## src/rtl/pll_seq_pkg.sv

```systemverilog
// Shared types for the PLL reset/lock sequencer: FSM state encoding and
// small elaboration-time helpers.
package pll_seq_pkg;

   localparam int STATE_W = 3;

   typedef enum logic [STATE_W-1:0] {
      ST_RST_HOLD  = 3'd0,
      ST_WAIT_LOCK = 3'd1,
      ST_STABLE    = 3'd2,
      ST_RELEASE   = 3'd3,
      ST_RUN       = 3'd4,
      ST_FAILED    = 3'd5
   } pll_state_e;

   function automatic int max_int(input int a, input int b);
      return (a > b) ? a : b;
   endfunction

endpackage

```

## src/rtl/pll_reset_sequencer_sync_2ff.sv

```systemverilog
// Generic two-flop synchroniser for bringing asynchronous flags into the
// clk domain; output lags the input by two clk cycles.
module sync_2ff #(
   parameter int WIDTH = 1
) (
   input  logic             clk,
   input  logic             srst,
   input  logic [WIDTH-1:0] d,
   output logic [WIDTH-1:0] q
);

   logic [WIDTH-1:0] meta_reg;
   logic [WIDTH-1:0] sync_reg;

   always_ff @(posedge clk) begin
      if (srst) begin
         meta_reg <= '0;
         sync_reg <= '0;
      end else begin
         meta_reg <= d;
         sync_reg <= meta_reg;
      end
   end

   assign q = sync_reg;

endmodule

```

## src/rtl/pll_reset_sequencer.sv

```systemverilog
// PLL reset/lock sequencer: holds the PLL in reset, qualifies lock, then
// releases domain resets in a staggered order. Optional PLL_LOCK_LOSS_CNT_EN adds lock_loss_count.
module pll_reset_sequencer
   import pll_seq_pkg::*;
#(
   parameter int NUM_DOMAINS         = 5,
   parameter int RST_HOLD_CYCLES     = 8,
   parameter int LOCK_STABLE_CYCLES  = 64,
   parameter int LOCK_TIMEOUT_CYCLES = 4096,
   parameter int RELEASE_GAP_CYCLES  = 4,
   parameter int MAX_RETRIES         = 3,
   localparam int RW = (MAX_RETRIES > 0) ? $clog2(MAX_RETRIES + 1) : 1
) (
   input  logic                   clk,
   input  logic                   reset,
   input  logic                   locked,
   input  logic                   relock_req,
   output logic                   pll_reset,
   output logic [NUM_DOMAINS-1:0] domain_reset,
   output logic                   all_ready,
   output logic                   failed,
   output logic [STATE_W-1:0]     state,
   output logic [RW-1:0]          retry_count
`ifdef PLL_LOCK_LOSS_CNT_EN
   ,
   output logic [7:0]             lock_loss_count
`endif
);

   // The shared counter only ever needs to reach the longest per-state terminal value.
   localparam int CNT_MAX = max_int(max_int(RST_HOLD_CYCLES - 1, LOCK_TIMEOUT_CYCLES - 1),
                                    max_int(LOCK_STABLE_CYCLES - 1,
                                            RELEASE_GAP_CYCLES * (NUM_DOMAINS - 1)));
   localparam int CW = (CNT_MAX < 1) ? 1 : $clog2(CNT_MAX + 1);

   localparam logic [CW-1:0] HOLD_LAST    = CW'(RST_HOLD_CYCLES - 1);
   localparam logic [CW-1:0] TIMEOUT_LAST = CW'(LOCK_TIMEOUT_CYCLES - 1);
   localparam logic [CW-1:0] STABLE_LAST  = CW'(LOCK_STABLE_CYCLES - 1);
   localparam logic [CW-1:0] REL_LAST     = CW'(RELEASE_GAP_CYCLES * (NUM_DOMAINS - 1));
   localparam logic [RW-1:0] RETRY_MAX    = RW'(MAX_RETRIES);

   logic                   locked_s;
   pll_state_e             state_reg, state_next;
   logic [CW-1:0]          cnt_reg, cnt_next;
   logic [CW:0]            cnt_inc;
   logic [RW-1:0]          retry_reg, retry_next;
   logic                   pll_reset_reg, pll_reset_next;
   logic [NUM_DOMAINS-1:0] domain_reset_reg, domain_reset_next;
   logic                   all_ready_reg, all_ready_next;
   logic                   failed_reg, failed_next;
   logic [NUM_DOMAINS-1:0] rel_open;

   sync_2ff #(.WIDTH(1)) u_lock_sync (
      .clk  (clk),
      .srst (reset),
      .d    (locked),
      .q    (locked_s)
   );

   assign cnt_inc = {1'b0, cnt_reg} + {{CW{1'b0}}, 1'b1};

   // Bit i opens once the RELEASE count about to be loaded reaches its stagger slot.
   genvar gi;
   generate
      for (gi = 0; gi < NUM_DOMAINS; gi++) begin : g_rel
         if (gi == 0) begin : g_first
            assign rel_open[gi] = 1'b1;
         end else begin : g_later
            localparam logic [CW:0] OPEN_AT = (CW+1)'(RELEASE_GAP_CYCLES * gi);
            assign rel_open[gi] = (state_reg == ST_RELEASE) && (cnt_inc >= OPEN_AT);
         end
      end
   endgenerate

   always_ff @(posedge clk) begin
      if (reset) begin
         state_reg        <= ST_RST_HOLD;
         cnt_reg          <= '0;
         retry_reg        <= '0;
         pll_reset_reg    <= 1'b1;
         domain_reset_reg <= '1;
         all_ready_reg    <= 1'b0;
         failed_reg       <= 1'b0;
      end else begin
         state_reg        <= state_next;
         cnt_reg          <= cnt_next;
         retry_reg        <= retry_next;
         pll_reset_reg    <= pll_reset_next;
         domain_reset_reg <= domain_reset_next;
         all_ready_reg    <= all_ready_next;
         failed_reg       <= failed_next;
      end
   end

   always_comb begin
      state_next = state_reg;
      retry_next = retry_reg;
      if (relock_req) begin
         state_next = ST_RST_HOLD;
         retry_next = '0;
      end else begin
         case (state_reg)
            ST_RST_HOLD:
               if (cnt_reg == HOLD_LAST) state_next = ST_WAIT_LOCK;
            ST_WAIT_LOCK:
               if (locked_s) begin
                  state_next = ST_STABLE;
               end else if (cnt_reg == TIMEOUT_LAST) begin
                  if (retry_reg == RETRY_MAX) begin
                     state_next = ST_FAILED;
                  end else begin
                     state_next = ST_RST_HOLD;
                     retry_next = retry_reg + 1'b1;
                  end
               end
            ST_STABLE:
               if (!locked_s) state_next = ST_WAIT_LOCK;
               else if (cnt_reg == STABLE_LAST) state_next = ST_RELEASE;
            ST_RELEASE:
               if (!locked_s) state_next = ST_RST_HOLD;
               else if (cnt_reg == REL_LAST) state_next = ST_RUN;
            ST_RUN:
               if (!locked_s) state_next = ST_RST_HOLD;
            ST_FAILED:
               state_next = ST_FAILED;
            default:
               state_next = ST_RST_HOLD;
         endcase
      end

      if (state_next == ST_RUN) retry_next = '0;

      // A relock from RST_HOLD is still a fresh entry and must restart the hold time.
      if (relock_req || (state_next != state_reg)) cnt_next = '0;
      else if ((state_reg == ST_RUN) || (state_reg == ST_FAILED)) cnt_next = cnt_reg;
      else cnt_next = cnt_inc[CW-1:0];

      pll_reset_next    = (state_next == ST_RST_HOLD) || (state_next == ST_FAILED);
      domain_reset_next = '1;
      if (state_next == ST_RELEASE) domain_reset_next = ~rel_open;
      else if (state_next == ST_RUN) domain_reset_next = '0;
      all_ready_next = (state_next == ST_RUN);
      failed_next    = (state_next == ST_FAILED);
   end

`ifdef PLL_LOCK_LOSS_CNT_EN
   logic       lock_lost;
   logic [7:0] loss_cnt_reg;

   assign lock_lost = !relock_req && !locked_s &&
                      ((state_reg == ST_RELEASE) || (state_reg == ST_RUN));

   always_ff @(posedge clk) begin
      if (reset || relock_req) loss_cnt_reg <= '0;
      else if (lock_lost && (loss_cnt_reg != 8'hFF)) loss_cnt_reg <= loss_cnt_reg + 8'd1;
   end

   assign lock_loss_count = loss_cnt_reg;
`endif

   assign pll_reset    = pll_reset_reg;
   assign domain_reset = domain_reset_reg;
   assign all_ready    = all_ready_reg;
   assign failed       = failed_reg;
   assign state        = state_reg;
   assign retry_count  = retry_reg;

endmodule

```

## config.mk

```make
export PLATFORM = sky130hd
export DESIGN_NAME = pll_reset_sequencer
export DESIGN_NICKNAME = d
export VERILOG_FILES = /design/src/rtl/pll_seq_pkg.sv /design/src/rtl/pll_reset_sequencer_sync_2ff.sv /design/src/rtl/pll_reset_sequencer.sv
export SDC_FILE = /design/constraint.sdc
export NUM_CORES = 1
export LEC_CHECK = 0
export CAP_MARGIN = 20
export CORE_ASPECT_RATIO = 1.2
export CORE_MARGIN = 4
export CORE_UTILIZATION = 50
export CTS_BUF_LIST = sky130_fd_sc_hd__clkbuf_2 sky130_fd_sc_hd__clkbuf_4 sky130_fd_sc_hd__clkbuf_8
export DETAILED_ROUTE_END_ITERATION = 6
export GPL_ROUTABILITY_DRIVEN = 1
export GPL_TIMING_DRIVEN = 0
export PLACE_DENSITY = 0.71
export SLEW_MARGIN = 10
export SYNTH_ARGS = -nofsm -noshare
export SYNTH_HDL_FRONTEND = slang
export SYNTH_SLANG_ARGS = --single-unit
export TNS_END_PERCENT = 1
```

## constraint.sdc

```tcl
create_clock -name clk -period 3.11 [get_ports clk]
set_input_delay 0.622 -clock clk [delete_from_list [all_inputs] [get_ports clk]]
set_output_delay 0.622 -clock clk [all_outputs]
set_load 0.005 [all_outputs]
```

After elaboration in Yosys (flattened, before gate mapping) --
Index checks and enable logic that the tools add are counted.
Word-level totals: bits in registers 27, bits of input ports 4
Cells by class: add/subtract/negate cells 2, $lt $le $gt $ge 4, equal/unequal tests 14, mux-type cells 13, bitwise operators 3, reductions and logical operators 12
Operator list (number):
- two-way mux 3 bit | 10
- greater-or-equal comparator 13 x 4 -> 1 bit (second input constant) | 2
- one-hot mux 3 bit (6 select lines) | 1
- adder 12 x 1 -> 13 bit (second input constant) | 1
- greater-or-equal comparator 13 x 3 -> 1 bit (second input constant) | 1
- greater-or-equal comparator 13 x 5 -> 1 bit (second input constant) | 1
- == test 12 bit (second input constant) | 1
- == test 12 x 3 -> 1 bit (second input constant) | 1
- == test 12 x 5 -> 1 bit (second input constant) | 1
- == test 12 x 6 -> 1 bit (second input constant) | 1
- == test 3 bit (second input constant) | 4
- two-way mux 5 bit | 2
- == test 3 x 2 -> 1 bit (second input constant) | 3
- logical NOT 3 bit | 2
- NOT 5 bit | 1
- logical AND 1 bit | 4
- AND reduction 4 bit | 1
- == test 3 x 1 -> 1 bit (second input constant) | 1
- logical OR 1 bit | 3
- inequality test 3 bit | 1
- OR reduction 3 bit | 1
- adder 2 x 1 -> 2 bit (second input constant) | 1
- == test 2 bit (second input constant) | 1
- NOT 1 bit | 2
- OR reduction 2 bit | 1

Logic depth before layout (Yosys ltp) --
depth after elaboration 9, gate-level depth with buffers 9

By module --
A second synthesis with hierarchy kept.
Unflattened totals: cells, all modules 191, area, all modules 1726.7 sq um
Modules (own cells, without submodules):
- pll_reset_sequencer | instances 1, cells an instance 187, area an instance 1674.1 sq um
- sync_2ff | instances 1, cells an instance 4, area an instance 52.6 sq um

Worst setup path after synthesis --
No wires, ideal clock.
kind register -> register, start point register cnt_reg[6], end point register cnt_reg[0], arrival 2.192 ns, data required time 2.993 ns, setup slack 0.801 ns, stages on the path, launching flop included 9, clock period less this slack 2.309 ns, cell sequence dfxtp_1 -> buf_6 -> or4_4 -> nor4_4 -> o32ai_2 -> a21oi_1 -> mux2i_1 -> buf_6 -> nor3_2
Between the ends: longest elaborated chain between the ends 8, elaborated cells between the ends (all ways) 16, those cells by class eq/ne (5); mux (9); reduce/logical (2)
RTL lines:
- start, declared | line pll_reset_sequencer.sv:44 | logic [CW-1:0] cnt_reg, cnt_next;
- start signal, assigned | line pll_reset_sequencer.sv:86 | cnt_reg <= cnt_next;
- == test 12 x 5 -> 1 bit, or another cell as far along | line pll_reset_sequencer.sv:121 | else if (cnt_reg == REL_LAST) state_next = ST_RUN;
- two-way mux 3 bit (on tied branches) | line pll_reset_sequencer.sv:121, pll_reset_sequencer.sv:108, pll_reset_sequencer.sv:118
- two-way mux 3 bit (on tied branches) | line pll_reset_sequencer.sv:120, pll_reset_sequencer.sv:106, pll_reset_sequencer.sv:117
- one-hot mux 3 bit (6 select lines) * | line pll_reset_sequencer.sv:102 | case (state_reg)
- two-way mux 3 bit * | line pll_reset_sequencer.sv:98 | if (relock_req) begin
- inequality test 3 bit * | line pll_reset_sequencer.sv:134 | if (relock_req || (state_next != state_reg)) cnt_next = '0;
- logical OR 1 bit * | line pll_reset_sequencer.sv:134
- OR reduction 2 bit (no source line) *
Every way passes the cells marked *; elsewhere a longest branch is shown, timed or not. A chain may end at the register's enable or synchronous reset.

Worst setup path after layout --
start point register cnt_reg[1], end point register cnt_reg[6]
Between the ends: longest elaborated chain between the ends 8, elaborated cells between the ends (all ways) 17, those cells by class add/sub (1); eq/ne (5); mux (9); reduce/logical (2)
RTL lines (line):
- == test 12 x 5 -> 1 bit, or another cell as far along | pll_reset_sequencer.sv:121
- two-way mux 3 bit (on tied branches) | pll_reset_sequencer.sv:121, pll_reset_sequencer.sv:108, pll_reset_sequencer.sv:118
- two-way mux 3 bit (on tied branches) | pll_reset_sequencer.sv:120, pll_reset_sequencer.sv:106, pll_reset_sequencer.sv:117
- one-hot mux 3 bit (6 select lines) | pll_reset_sequencer.sv:102
- two-way mux 3 bit | pll_reset_sequencer.sv:98
- inequality test 3 bit | pll_reset_sequencer.sv:134
- logical OR 1 bit | pll_reset_sequencer.sv:134
- OR reduction 2 bit (no source line)
Several ways; a longest one is shown, not always the timed one.

==> results by group <==
Final layout
  – Syn-to-layout area delta: 13.9%
  – Core Util, Final: 61.1%
  – Max reg flops: 12
  – Diodes inserted: 0
  – Fin cells: 250
  – Layout Nets: 222
  – Layout cells sized above 1: 15.4%

Run
  – # Max-Cap Violations: 0

Synth
  – Number of synthesized flops with an enable pin: 0
  – Synth warn: 0
  – Top FF cell, synth: dfxtp_1
  – Syn Nets: 201
  – Dominant cells by area after synthesis: dfxtp_1 32%, xnor2_1 6.2%, nor3_2 5.9%
  – Cells after Synth: 194
  – Post-synthesis sequential area ratio: 31.8%
  – Most common cell in the netlist: dfxtp_1
  – Synth cell types: 48
  – Synth cell count leaders: 27 x dfxtp_1, 19 x nand2_1, 14 x nor2_1, 12 x xnor2_1
  – Synth Register Bits: 27
  – Post-synth ARST share: 0%
  – Biggest area consumer among synthesized cells: dfxtp_1
  – Synth top area share: 31.8%
  – Synth Area per Inst: 8.75 um2
  – Synthesized area: 1700 um2

Global route
  – Total grt overflow: 0
  – GRT Overall Usage: 18.9%
  – Largest net degree at the start of global routing: 17
  – Antenna violations before repair: 0
  – Vias in the first global route: 1474
  – First-pass GRT wire length: 6580 um

Clock tree
  – Clk Tree Root Cell: clkbuf_4
  – CTS Buffer Depth: 2
  – CTS Buf Count: 3
  – TritonCTS clock tree: done
  – Clk_lat worst skew: 0.34 ns
  – Postcts setup bufs: 0
  – Cts hold-fix bufs: 0
  – # resized after CTS: 0
  – Clock-pin slew of the registers on the worst-case setup and hold paths: 0.17 ns
  – H-tree Lvls: 1
  – CTS sink cnt: 27

Power and ir drop
  – VDD IR-drop max: 195 uV
  – Static Leak: 0.758 nW
  – Pwr dens: 277 nW/um2

Timing
  – RSZ-0062 raised after global routing: no
  – Slew @ Worst Pin: 0.856 ns
  – Clk_skew: 0.0170 ns
  – Relative slew slack: 42.4%
  – Crit path time final: 2.72 ns
  – Fin crit share: 87.5%
  – Setup violators final: 0
  – Setup Total Neg Slack: 0 ns
  – Slew Limit Fails: 0
  – FMAX: 367 MHz
  – Final hold violations: 0

Floorplanning
  – Die footprint: 4400 um2
  – Initial Util: 53.6%
  – Die width: 61.2 um
  – Die height: 71.8 um
  – # rows: 22
  – Core Region: 3170 um2
  – Ports: 17

Worst setup path
  – Crit start category: register
  – CP Max Fanout: 10
  – Critical Path AT: 2.96 ns
  – Worst Path Required: 3.34 ns
  – Crit path kind: reg -> reg
  – Critical path endpoint category: register

Place
  – Port buffer count: 16
  – Placed cells: 246
  – HPWL after DPL: 2830 um
  – GP Congestion: 0.880

Routing
  – DR DRC count: 0
  – Pre-Repair DR Iteration Count: 4
  – ANT nets after route: 0
  – Routed WL: 3770 um
  – Routed len/inst: 15.1 um
  – Via count: 1472
  – Initial drt markers: 56
  – DR vias/cell: 5.89

Min path
  – Min-delay worst type: reg -> reg

Outcome
  – Status: finished, final reports clean
==> through the flow <==
step | total power, mW | setup slack (ns) | hold slack, ns | cell area [um2]
after global placement | 0.380 | 0.281 | 0.426 | 1900
after CTS | 0.540 | 0.383 | 0.466 | 1930
after floorplan | 0.372 | 0.801 | 0.414 | 1700
final | 0.535 | 0.388 | 0.462 | 1930
after detailed placement | 0.381 | 0.198 | 0.445 | 1900
after global routing | 0.562 | 0.185 | 0.484 | 1930
==> cells in the final DEF, fill, tap and decap left out, types with 4 or more instances in the layout <==
cell / netlist / final
a21oi_1: 9 / 9
and3_1: 5 / 5
buf_2: 5 / 5
clkbuf_1: 10 / 10
clkdlybuf4s50_1: 0 / 16
dfxtp_1: 27 / 27
inv_1: 6 / 6
nand2_1: 19 / 19
nand2b_1: 4 / 4
nand3_1: 10 / 10
nand4_1: 4 / 4
nor2_1: 14 / 14
nor3_1: 6 / 6
nor3_2: 10 / 10
nor4_1: 7 / 7
xnor2_1: 12 / 12
==> cells by family after synthesis <==
logic type / share of synthesized area [%]
AND/OR/NAND/NOR: 36.6
XOR/XNOR: 8.70
AO/OA/AOI/OAI: 12.1
buffers and inverters: 6.78
adder cells (fa/ha/maj): 2.21
flip-flops: 31.8
multiplexers: 1.77
==> cell type report <==
class                           count  area (um2)
Tap cell                           36        45.0
Clock inverter                      1        7.51
Buffer                             18        92.6
Fill cell                         282        1230
Sequential cell                    27         541
Clock buffer                        3        22.5
Timing Repair Buffer               16         160
Inverter                            6        22.5
Multi-Input combinational cell    143        1040
==> routing by layer <==
layer / wire length (um) / global-route usage (%) / vias up
li1: - / - / 735
met1: 1620 / 22.7 / 688
met2: 1940 / 33.1 / 41
met3: 137 / 3.42 / 8
met4: 71 / 5.78 / 0
met5: 0 / 0 / -
==> report_power, final <==
part | total (mW) | leakage [nW] | internal, mW | switching (mW)
combinational | 0.0230 | 0.525 | 0.00957 | 0.0134
clock | 0.162 | 0.0139 | 0.0492 | 0.113
sequential | 0.351 | 0.218 | 0.349 | 0.00199
==> worst paths after layout <==
kind | slack, ns | depth (start not counted) | start | end
max | 0.39 | 9 | cnt_reg[1] | cnt_reg[6]
min | 0.46 | 1 | u_lock_sync.meta_reg | u_lock_sync.q
max reg2reg | 0.39 | 9 | cnt_reg[1] | cnt_reg[6]
min reg2reg | 0.46 | 1 | u_lock_sync.meta_reg | u_lock_sync.q
==> worst max-delay path: stages, from the launching register on <==
cell	delay, ns
dfxtp_1	0.40
ha_1	0.30
and4_1	0.23
clkbuf_1	0.24
nand4_1	0.16
a2111oi_2	0.56
nor2_1	0.08
mux2i_1	0.35
buf_6	0.23
nor3_2	0.06
Power figures use the tool's default switching activity.
